<file path="config.mk">
export PLATFORM = sky130hd
export DESIGN_NAME = io_uart_tx
export DESIGN_NICKNAME = d
export VERILOG_FILES = /design/src/rtl/io_uart_tx.sv
export SDC_FILE = /design/constraint.sdc
export NUM_CORES = 1
export LEC_CHECK = 0
export CAP_MARGIN = 30
export CORE_ASPECT_RATIO = 1.4
export CORE_UTILIZATION = 55
export DETAILED_ROUTE_END_ITERATION = 10
export HOLD_SLACK_MARGIN = 0.12
export PLACE_DENSITY = 0.95
export SYNTH_ARGS = -nofsm -noshare
export SYNTH_HDL_FRONTEND = slang
export SYNTH_SLANG_ARGS = --single-unit
export TNS_END_PERCENT = 1
</file>
<file path="constraint.sdc">
create_clock -name clk -period 7.2 [get_ports clk]
set_input_delay 2.16 -clock clk [delete_from_list [all_inputs] [get_ports clk]]
set_output_delay 2.16 -clock clk [all_outputs]
set_load 0.02 [all_outputs]
</file>
<file path="src/rtl/io_uart_tx.sv">
// Memory-mapped 8N1 serial transmitter snooping the CPU data-write bus.
// Bytes written to ADDR are queued in a small FIFO; the status word sits at ADDR+1.
module io_uart_tx #(
   parameter logic [15:0] ADDR  = 16'hff00,
   parameter int unsigned DIV   = 4,
   parameter int unsigned DEPTH = 4
) (
   input  logic        clk,
   input  logic        reset,
   input  logic [15:0] dwrite_addr,
   input  logic [15:0] dwrite_data,
   input  logic [1:0]  dwrite_en,
   input  logic [15:0] dread_addr,
   output logic        status_sel,
   output logic [15:0] status_data,
   output logic        txd
);

   localparam int unsigned DivW = (DIV > 1) ? $clog2(DIV) : 1;
   localparam int unsigned PtrW = $clog2(DEPTH);
   localparam int unsigned CntW = $clog2(DEPTH) + 1;
   localparam logic [15:0] StatAddr = ADDR + 16'd1;

   typedef enum logic [1:0] {StIdle, StStart, StData, StStop} state_e;

   state_e            state_q, state_d;
   logic [DivW-1:0]   div_q, div_d;
   logic [2:0]        bit_q, bit_d;
   logic [7:0]        shift_q, shift_d;
   logic              txd_q, txd_d;
   logic              overflow_q, overflow_d;
   logic [PtrW-1:0]   wptr_q, wptr_d, rptr_q, rptr_d;
   logic [CntW-1:0]   count_q, count_d;
   logic [7:0]        mem_q [DEPTH];

   logic [15:0] addr_p1;
   logic        lo_hit, hi_hit, push_hit, push_ok, stat_hit, pop;
   logic        fifo_empty, fifo_full, div_last;
   logic [7:0]  push_byte, head;

   assign addr_p1    = dwrite_addr + 16'd1;
   assign lo_hit     = dwrite_en[0] && (dwrite_addr == ADDR);
   assign hi_hit     = dwrite_en[1] && (addr_p1 == ADDR);
   assign push_hit   = lo_hit || hi_hit;
   assign push_byte  = lo_hit ? dwrite_data[7:0] : dwrite_data[15:8];
   assign stat_hit   = (dwrite_en[0] && (dwrite_addr == StatAddr)) ||
                       (dwrite_en[1] && (addr_p1 == StatAddr));
   assign fifo_empty = (count_q == '0);
   assign fifo_full  = (count_q == CntW'(DEPTH));
   assign head       = mem_q[rptr_q];
   assign div_last   = (div_q == DivW'(DIV - 1));

   // A pop in the same cycle frees the slot, so a push into a full FIFO is still taken.
   assign push_ok = push_hit && (!fifo_full || pop);

   always_comb begin
      state_d = state_q;
      div_d   = div_q;
      bit_d   = bit_q;
      shift_d = shift_q;
      txd_d   = txd_q;
      pop     = 1'b0;
      unique case (state_q)
         StIdle: begin
            if (!fifo_empty) begin
               pop     = 1'b1;
               shift_d = head;
               txd_d   = 1'b0;
               div_d   = '0;
               state_d = StStart;
            end
         end
         StStart: begin
            if (div_last) begin
               div_d   = '0;
               bit_d   = '0;
               txd_d   = shift_q[0];
               state_d = StData;
            end else begin
               div_d = div_q + DivW'(1);
            end
         end
         StData: begin
            if (div_last) begin
               div_d   = '0;
               shift_d = {1'b0, shift_q[7:1]};
               if (bit_q == 3'd7) begin
                  txd_d   = 1'b1;
                  state_d = StStop;
               end else begin
                  bit_d = bit_q + 3'd1;
                  txd_d = shift_q[1];
               end
            end else begin
               div_d = div_q + DivW'(1);
            end
         end
         StStop: begin
            if (div_last) begin
               div_d = '0;
               if (!fifo_empty) begin
                  pop     = 1'b1;
                  shift_d = head;
                  txd_d   = 1'b0;
                  state_d = StStart;
               end else begin
                  state_d = StIdle;
               end
            end else begin
               div_d = div_q + DivW'(1);
            end
         end
         default: state_d = StIdle;
      endcase
   end

   always_comb begin
      wptr_d     = wptr_q;
      rptr_d     = rptr_q;
      count_d    = count_q;
      overflow_d = overflow_q;
      if (push_ok) wptr_d = wptr_q + PtrW'(1);
      if (pop)     rptr_d = rptr_q + PtrW'(1);
      case ({push_ok, pop})
         2'b10:   count_d = count_q + CntW'(1);
         2'b01:   count_d = count_q - CntW'(1);
         default: count_d = count_q;
      endcase
      if (stat_hit) overflow_d = 1'b0;
      // A dropped byte is reported even if the status register is written in the same cycle.
      if (push_hit && !push_ok) overflow_d = 1'b1;
   end

   always_ff @(posedge clk or negedge reset) begin
      if (!reset) begin
         state_q    <= StIdle;
         div_q      <= '0;
         bit_q      <= '0;
         shift_q    <= '0;
         txd_q      <= 1'b1;
         overflow_q <= 1'b0;
         wptr_q     <= '0;
         rptr_q     <= '0;
         count_q    <= '0;
      end else begin
         state_q    <= state_d;
         div_q      <= div_d;
         bit_q      <= bit_d;
         shift_q    <= shift_d;
         txd_q      <= txd_d;
         overflow_q <= overflow_d;
         wptr_q     <= wptr_d;
         rptr_q     <= rptr_d;
         count_q    <= count_d;
      end
   end

   always_ff @(posedge clk or negedge reset) begin
      if (!reset) begin
         for (int i = 0; i < int'(DEPTH); i++) mem_q[i] <= '0;
      end else if (push_ok) begin
         mem_q[wptr_q] <= push_byte;
      end
   end

   assign txd         = txd_q;
   assign status_sel  = (dread_addr == StatAddr);
   assign status_data = {12'b0, overflow_q, fifo_full, fifo_empty, state_q != StIdle};

endmodule

</file>
After elaboration in Yosys (flattened, before gate mapping) --
Cells that the tools add are included.
Word-level totals: output and inout port bits 18, logic and storage cells 105, bits in registers 56, input port bits 52
Cells by class: mux-type cells 37, bitwise operators 2, equal/unequal tests 19, $add $sub $neg 7, order comparisons 3, reduce and logical (&&, ||, !) cells 24
Operators with widths (number):
- $eq 16x16->1 const B | 5
- $mux 8 | 7
- $bwmux 32 | 1
- $pmux 8 s3 | 1
- $add 16x1->16 const B | 1
- $bmux 8 s2 | 1
- $demux 8 s2 | 1
- $mux 2 | 7
- $ne 2x2->1 const B | 6
- $pmux 3 s2 | 2
- $mux 1 | 10
- $mux 3 | 3
- $eq 2x2->1 const B | 4
- $pmux 2 s4 | 1
- $reduce_bool 2->1 | 4
- $logic_and 1x1->1 | 7
- $add 2x1->2 const B | 3
- $add 3x1->3 const B | 2
- $eq 3x3->1 const B | 2
- $ge 3x3->1 const B | 2
- $not 2->3 | 2
- $reduce_and 3->1 | 2
- $reduce_and 5->1 | 1
- $eq 2x1->1 const B | 2
- 12 further kinds | 15

Longest topological paths before layout --
Gate-level depths: netlist of the first run.
word-level depth 9, depth in mapped cells 14, gate-level depth less buffers 13

Least setup slack after synthesis of the first run --
Ideal clock, no wire load.
path type input port to output port, from input port dread_addr[1], to output port status_sel, data required time 5040 ps, arrival time 2960 ps, stages on the path 3, buffers on the path 0, slack 2080 ps, cell sequence nor4b_1 > nand2_1 > nor3_1
Between the ends: cells in the longest elaborated chain, start to end 1
RTL lines:
- from (decl) | line 13 | input logic [15:0] dread_addr,
- $eq 16x16->1 | line 167 | assign status_sel = (dread_addr == StatAddr);
- to (decl) | line 14 | output logic status_sel,
Every way passes these cells.

Final worst setup path of the first run --
from input port dread_addr[2], to output port status_sel
The elaborated chain is that of the path after synthesis.

==> results of run 1 <==
==> metal layers <==
layer | global-route usage | share of wire | vias up
met2 | 0.445 | 0.56 | 71
met4 | 0.0993 | 0.024 | 0
li1 | - | - | 1071
met3 | 0.0256 | 0.036 | 10
met5 | 0 | 0 | -
met1 | 0.254 | 0.38 | 1162
==> layout make-up <==
| cell class | count | area (um^2) |
|---|---|---|
| multi-input combinational | 191 | 1730 |
| fill | 381 | 1680 |
| clock inverter | 2 | 38.8 |
| clock buffer | 6 | 82.6 |
| timing repair buffer | 60 | 588 |
| sequential | 56 | 1400 |
| tap | 68 | 85.1 |
| inverter | 12 | 45.0 |
==> power by group <==
group	internal (W)	switching (W)	leakage, nW
Clock	0.000114	0.000104	0.0614
Sequential	0.000356	0.0000280	0.741
Combinational	0.000129	0.000150	0.972
==> registers in the layout, summed over array words and instances (netlist names) <==
register / cells
rptr_q: 2
count_q: 3
div_q: 2
overflow_q: 1
shift_q: 8
bit_q: 3
mem_q: 32
state_q: 2
wptr_q: 2
txd: 1
==> synth_stat cells (2+ instances only) <==
library cell	instances	share of area
mux2i_1	8	0.024
dfrtp_1	55	0.42
nand2_1	13	0.015
buf_4	15	0.034
nor2b_1	2	0.0038
xor2_1	3	0.0080
ha_1	13	0.050
o22ai_4	4	0.024
nand4_1	8	0.015
a21oi_1	9	0.014
xnor2_1	3	0.0080
clkbuf_1	7	0.0080
a22o_1	6	0.016
nor4_1	4	0.0076
nor3_1	7	0.011
inv_1	12	0.014
mux2_2	29	0.099
o21ai_0	7	0.011
mux2_4	13	0.059
nor3b_1	2	0.0046
nor2_1	15	0.017
mux4_2	8	0.055
nand3_1	3	0.0046
a31oi_1	2	0.0038
o22ai_1	2	0.0038
nand2b_1	2	0.0038
==> path summary, 6_finish.rpt <==
| path | start | slack, ps | endpoint |
|---|---|---|---|
| max | dread_addr[2] | 1280 | status_sel |
| min | div_q[1]$_DFFE_PN0P_ | 500 | div_q[1]$_DFFE_PN0P_ |
| max reg2reg | state_q[0]$_DFFE_PN0P_ | 4370 | count_q[2]$_DFFE_PN0P_ |
| min reg2reg | div_q[1]$_DFFE_PN0P_ | 500 | div_q[1]$_DFFE_PN0P_ |
| max in group asynchronous | reset | 4760 | count_q[0]$_DFFE_PN0P_ |
| min in group asynchronous | reset | 1950 | mem_q[20]$_DFFE_PN0P_ |
==> worst register-to-register path: stages, from the launching register on <==
cell	delay (ps)
dfrtp_1	460
inv_1	130
ha_1	390
o21ai_0	200
clkbuf_4	230
nand2_1	70
o31ai_2	330
inv_1	90
ha_1	230
inv_1	80
fa_1	170
xor2_1	160
nor2_1	70
xor2_1	140
==> per-stage QoR <==
step	instances	instance area [um^2]	util	hold slack [ps]	total power, W
after detailed placement	386	3840	0.680	473	0.000666
final	395	3970	0.703	503	0.000881
after CTS	394	3960	0.702	505	0.000884
after floorplan	282	3330	-	447	0.000582
after global placement	386	3840	0.680	467	0.000650
after global routing	395	3970	0.703	513	0.000930
==> kinds of logic after synthesis <==
logic type / synth area share
multiplexers: 0.238
adder cells (fa/ha/maj): 0.0556
AO/OA/AOI/OAI: 0.0861
AND/OR/NAND/NOR: 0.112
XOR/XNOR: 0.0210
flip-flops: 0.427
buffers and inverters: 0.0594
other: 0.00114
==> impl_metrics.json, run 1 <==
{
  "slowest_delay_ps": 620,
  "p_per_area_nw_per_um2": 222,
  "place.gp.congestion": 0.812,
  "vdd_drop_max_v": 0.000152,
  "antennaDiodeCount": 0,
  "avgViaCountPerCell": 5.86,
  "finClkSkew_ps": 6.49,
  "synth_ff_type": "dfrtp_1",
  "ys_types": 45,
  "status": "completed",
  "synth-seq-area-share": 0.427,
  "drive_above_1_share": 0.226,
  "dp.final_hpwl_um": 5010,
  "wire_per_inst_um": 16.9,
  "critPathMaxFanout": 1,
  "final-setup-viol-count": 0,
  "final_cell_mix": "56 x clkdlybuf4s50_1, 55 x dfrtp_1, 29 x mux2_2",
  "rsz0062_at_grt": "no",
  "ctsHoldBuffers": 0,
  "finalCritPeriodShare": 0.822,
  "hold_path_class": "reg -> reg",
  "async_flop_share": 1.00,
  "critPathSlowestCell": "clkdlybuf4s50_1",
  "cts.repair.resized": 0,
  "ys_seq_elements": 56,
  "critPathKind": "in -> out",
  "path_clk_slew_ps": 100,
  "cts_buffers": 5,
  "setup-tns-final_ps": 0,
  "pin_count": 70,
  "wl_um": 6690,
  "first_pass_iters": 4,
  "post-cts-setup-buffers": 0,
  "core.rowCount": 32,
  "final_antenna_net_count": 0,
  "yosysWarnings": 0,
  "synth_cells": 271,
  "layout_commonest_cell": "clkdlybuf4s50_1",
  "worst_pin_slew_ps": 700,
  "place_ws_ps": 1270,
  "cap_violations": 0,
  "initial_core_util": 0.582,
  "reg2regPathDepth": 13,
  "cp_cell_sequence": "clkdlybuf4s50_1 > nor4_1 > nand2_1 > nor3_1 > clkdlybuf4s50_1",
  "drt-initial-drc-count": 130,
  "required_ps": 5040,
  "core_area_um2": 5650,
  "clk-insertion-delay-late_ps": 310,
  "htreeDepth": 2,
  "finalMaxSlewViolations": 0,
  "cp.arrival_ps": 3760,
  "worst-path-stages": 5,
  "relSlewSlack": 0.533,
  "via_count": 2314,
  "io_buffers": 57,
  "synth-edff-count": 0,
  "drc": 0,
  "critPathTopFamily": "buffers and inverters",
  "clock_sinks": 56,
  "finalWorstSetupSlack_ps": 1280,
  "crit_path_start_kind": "input pin",
  "antenna_found_initial": 0,
  "die_x_um": 67.3,
  "syn-cell-area_um2": 3280,
  "grt_pass1_vias": 2376,
  "cts_root_buf": "clkbuf_8",
  "cpMostUsedCell": "clkdlybuf4s50_1",
  "clockBufferDepth": 2,
  "hold_viol_final": 0,
  "fin_nets": 392,
  "p_leak_nw": 1.77,
  "die_y_um": 93.4,
  "overflow": 0,
  "track_usage": 0.236,
  "end_kind": "primary output",
  "crit_buf_inv": 2,
  "area_delta_synth_final_pct": 20.9,
  "cts_tree": "yes",
  "grt_max_degree": 57,
  "grt_pass1_wl_um": 10900,
  "avgSynthCellArea_um2": 12.1,
  "dieArea_um2": 6290,
  "fin_crit_ps": 5920,
  "holdPathStages": 2,
  "fmax_mhz": 169
}
No activity file was read; power rests on OpenSTA's default activity.
==> run 2, diff against run 1 <==
Settings changed: CORE_UTILIZATION 55 to 46, PLACE_DENSITY 0.95 to 0.87.
Clock period 7.2 ns to 5.3 ns, I/O delays scaled along.
==> impl_metrics.json, run 2 (synthesis gave the netlist of run 1 again) <==
{
  "finalCritPeriodShare": 0.910,
  "final_area_um2": 3970,
  "fill_cells": 565,
  "wl_um": 6320,
  "critPathKind": "in -> out",
  "dp.final_hpwl_um": 4940,
  "fmax_mhz": 207,
  "finClkSkew_ps": 12.0,
  "r2r_slack_ps": 2510,
  "p_per_area_nw_per_um2": 288,
  "cts_buffers": 5,
  "relSlewSlack": 0.534,
  "grt_max_degree": 57,
  "cp-startpoint": "dread_addr[0]",
  "cts.repair.resized": 0,
  "place.gp.congestion": 0.792,
  "overflow": 0,
  "rr_endpoint": "count_q[2]$_DFFE_PN0P_",
  "place_area_um2": 3880,
  "fin_util": 0.573,
  "clkPwrFrac": 0.212,
  "p_seq_frac": 0.456,
  "p_sw_frac": 0.340,
  "hold_path_class": "reg -> reg",
  "antennaDiodeCount": 0,
  "final-setup-viol-count": 0,
  "final_antenna_net_count": 0,
  "fin_nets": 392,
  "core.rowCount": 36,
  "finalMaxSlewViolations": 0,
  "clockBufferDepth": 2,
  "crit_path_end": "status_sel",
  "die_x_um": 73.4,
  "hold_ws_ps": 514,
  "critPathMaxFanout": 1,
  "htreeDepth": 2,
  "path_clk_slew_ps": 110,
  "io_buffers": 57,
  "core_area_um2": 6940,
  "wire_per_inst_um": 15.0,
  "antenna_found_initial": 0,
  "comb_power_share": 0.332,
  "layout_commonest_cell": "clkdlybuf4s50_1",
  "drt-initial-drc-count": 50,
  "grt_pass1_wl_um": 10400,
  "place_ws_ps": 473,
  "final_cell_mix": "56 x clkdlybuf4s50_1, 55 x dfrtp_1, 29 x mux2_2",
  "crit_path_start_kind": "input pin",
  "setup-tns-final_ps": 0,
  "drc": 0,
  "finalWorstSetupSlack_ps": 478,
  "cts_root_buf": "clkbuf_8",
  "rsz0062_at_grt": "no",
  "p_leak_nw": 1.76,
  "drive_above_1_share": 0.226,
  "grt_pass1_vias": 2365,
  "reg_top3": "mem_q: 32 flops, shift_q: 8 flops",
  "pin_count": 70,
  "cp.arrival_ps": 3230,
  "rr_startpoint": "state_q[0]$_DFFE_PN0P_",
  "largest_reg_flops": 32,
  "first_pass_iters": 4,
  "p_switching_w": 0.000389,
  "area_delta_synth_final_pct": 21.0,
  "initial_core_util": 0.473,
  "cap_violations": 0,
  "end_kind": "primary output",
  "vdd_drop_max_v": 0.000204,
  "clock_sinks": 56,
  "ctsHoldBuffers": 0,
  "track_usage": 0.183,
  "post-cts-setup-buffers": 0,
  "worst_pin_slew_ps": 699,
  "die_y_um": 102,
  "clk-insertion-delay-late_ps": 310,
  "hold_viol_final": 0,
  "via_count": 2327,
  "fin_crit_ps": 4820,
  "cts_tree": "yes",
  "status": "completed",
  "required_ps": 3710,
  "reg2regPathDepth": 13,
  "top_register": "mem_q",
  "p_int_w": 0.000755,
  "avgViaCountPerCell": 5.51,
  "dieArea_um2": 7490
}
## run 2: changes by cell type in the layout (fill, tap and decap cells not counted)
cell / previous run / this run
clkinvlp_4: 0 / 1
clkbuf_8: 6 / 5
clkbuf_4: 1 / 0
buf_2: 1 / 2
bufinv_16: 1 / 0
inv_6: 0 / 2
clkinv_4: 1 / 0
## run 2: cell type report
type,count,area (um^2),share of cell area
Multi-Input combinational cell,191,1730,0.435
Sequential cell,56,1400,0.353
Timing Repair Buffer,60,586,0.147
Tap cell,95,119,0.0299
Clock buffer,5,68.8,0.0173
Inverter,12,45.0,0.0113
Clock inverter,3,25.0,0.00630
## run 2: worst max-delay path, stage by stage
cell	delay, ps
clkdlybuf4s50_1	480
nor4b_1	250
nand2_1	90
nor3_1	180
clkdlybuf4s50_1	640
## run 2: power by group through the flow
stage | Combinational [W] | Sequential, W | Clock [W]
6_report | 0.000380 | 0.000521 | 0.000243
3_3_place_gp | 0.000359 | 0.000525 | 0
5_1_grt | 0.000425 | 0.000529 | 0.000261
2_1_floorplan | 0.000269 | 0.000521 | 0
3_5_place_dp | 0.000382 | 0.000530 | 0
4_1_cts | 0.000381 | 0.000522 | 0.000244
## run 2: per-stage QoR
stage	cells	total power, W
6_report	422	0.00114
5_1_grt	422	0.00122
4_1_cts	422	0.00115
3_5_place_dp	414	0.000912
3_3_place_gp	413	0.000885
2_1_floorplan	282	0.000790
## run 2: worst min-delay path by stage
| stage | depth (start not counted) | end | start | slack (ps) |
|---|---|---|---|---|
| finish | 1 | mem_q[11]$_DFFE_PN0P_ | mem_q[11]$_DFFE_PN0P_ | 510 |
| global route | 1 | mem_q[1]$_DFFE_PN0P_ | mem_q[1]$_DFFE_PN0P_ | 530 |
| CTS | 1 | mem_q[11]$_DFFE_PN0P_ | mem_q[11]$_DFFE_PN0P_ | 520 |
| detailed placement | 1 | mem_q[11]$_DFFE_PN0P_ | mem_q[11]$_DFFE_PN0P_ | 490 |
| global placement | 1 | count_q[2]$_DFFE_PN0P_ | count_q[2]$_DFFE_PN0P_ | 460 |
| floorplan | 1 | count_q[2]$_DFFE_PN0P_ | count_q[2]$_DFFE_PN0P_ | 450 |
## run 2: per-layer routing
metal / track usage / routed length, um / vias up
met1: 0.192 / 2340 / 1181
li1: - / - / 1069
met2: 0.364 / 3660 / 71
met4: 0.0680 / 82 / 0
met5: 0 / 0 / -
met3: 0.0217 / 242 / 6
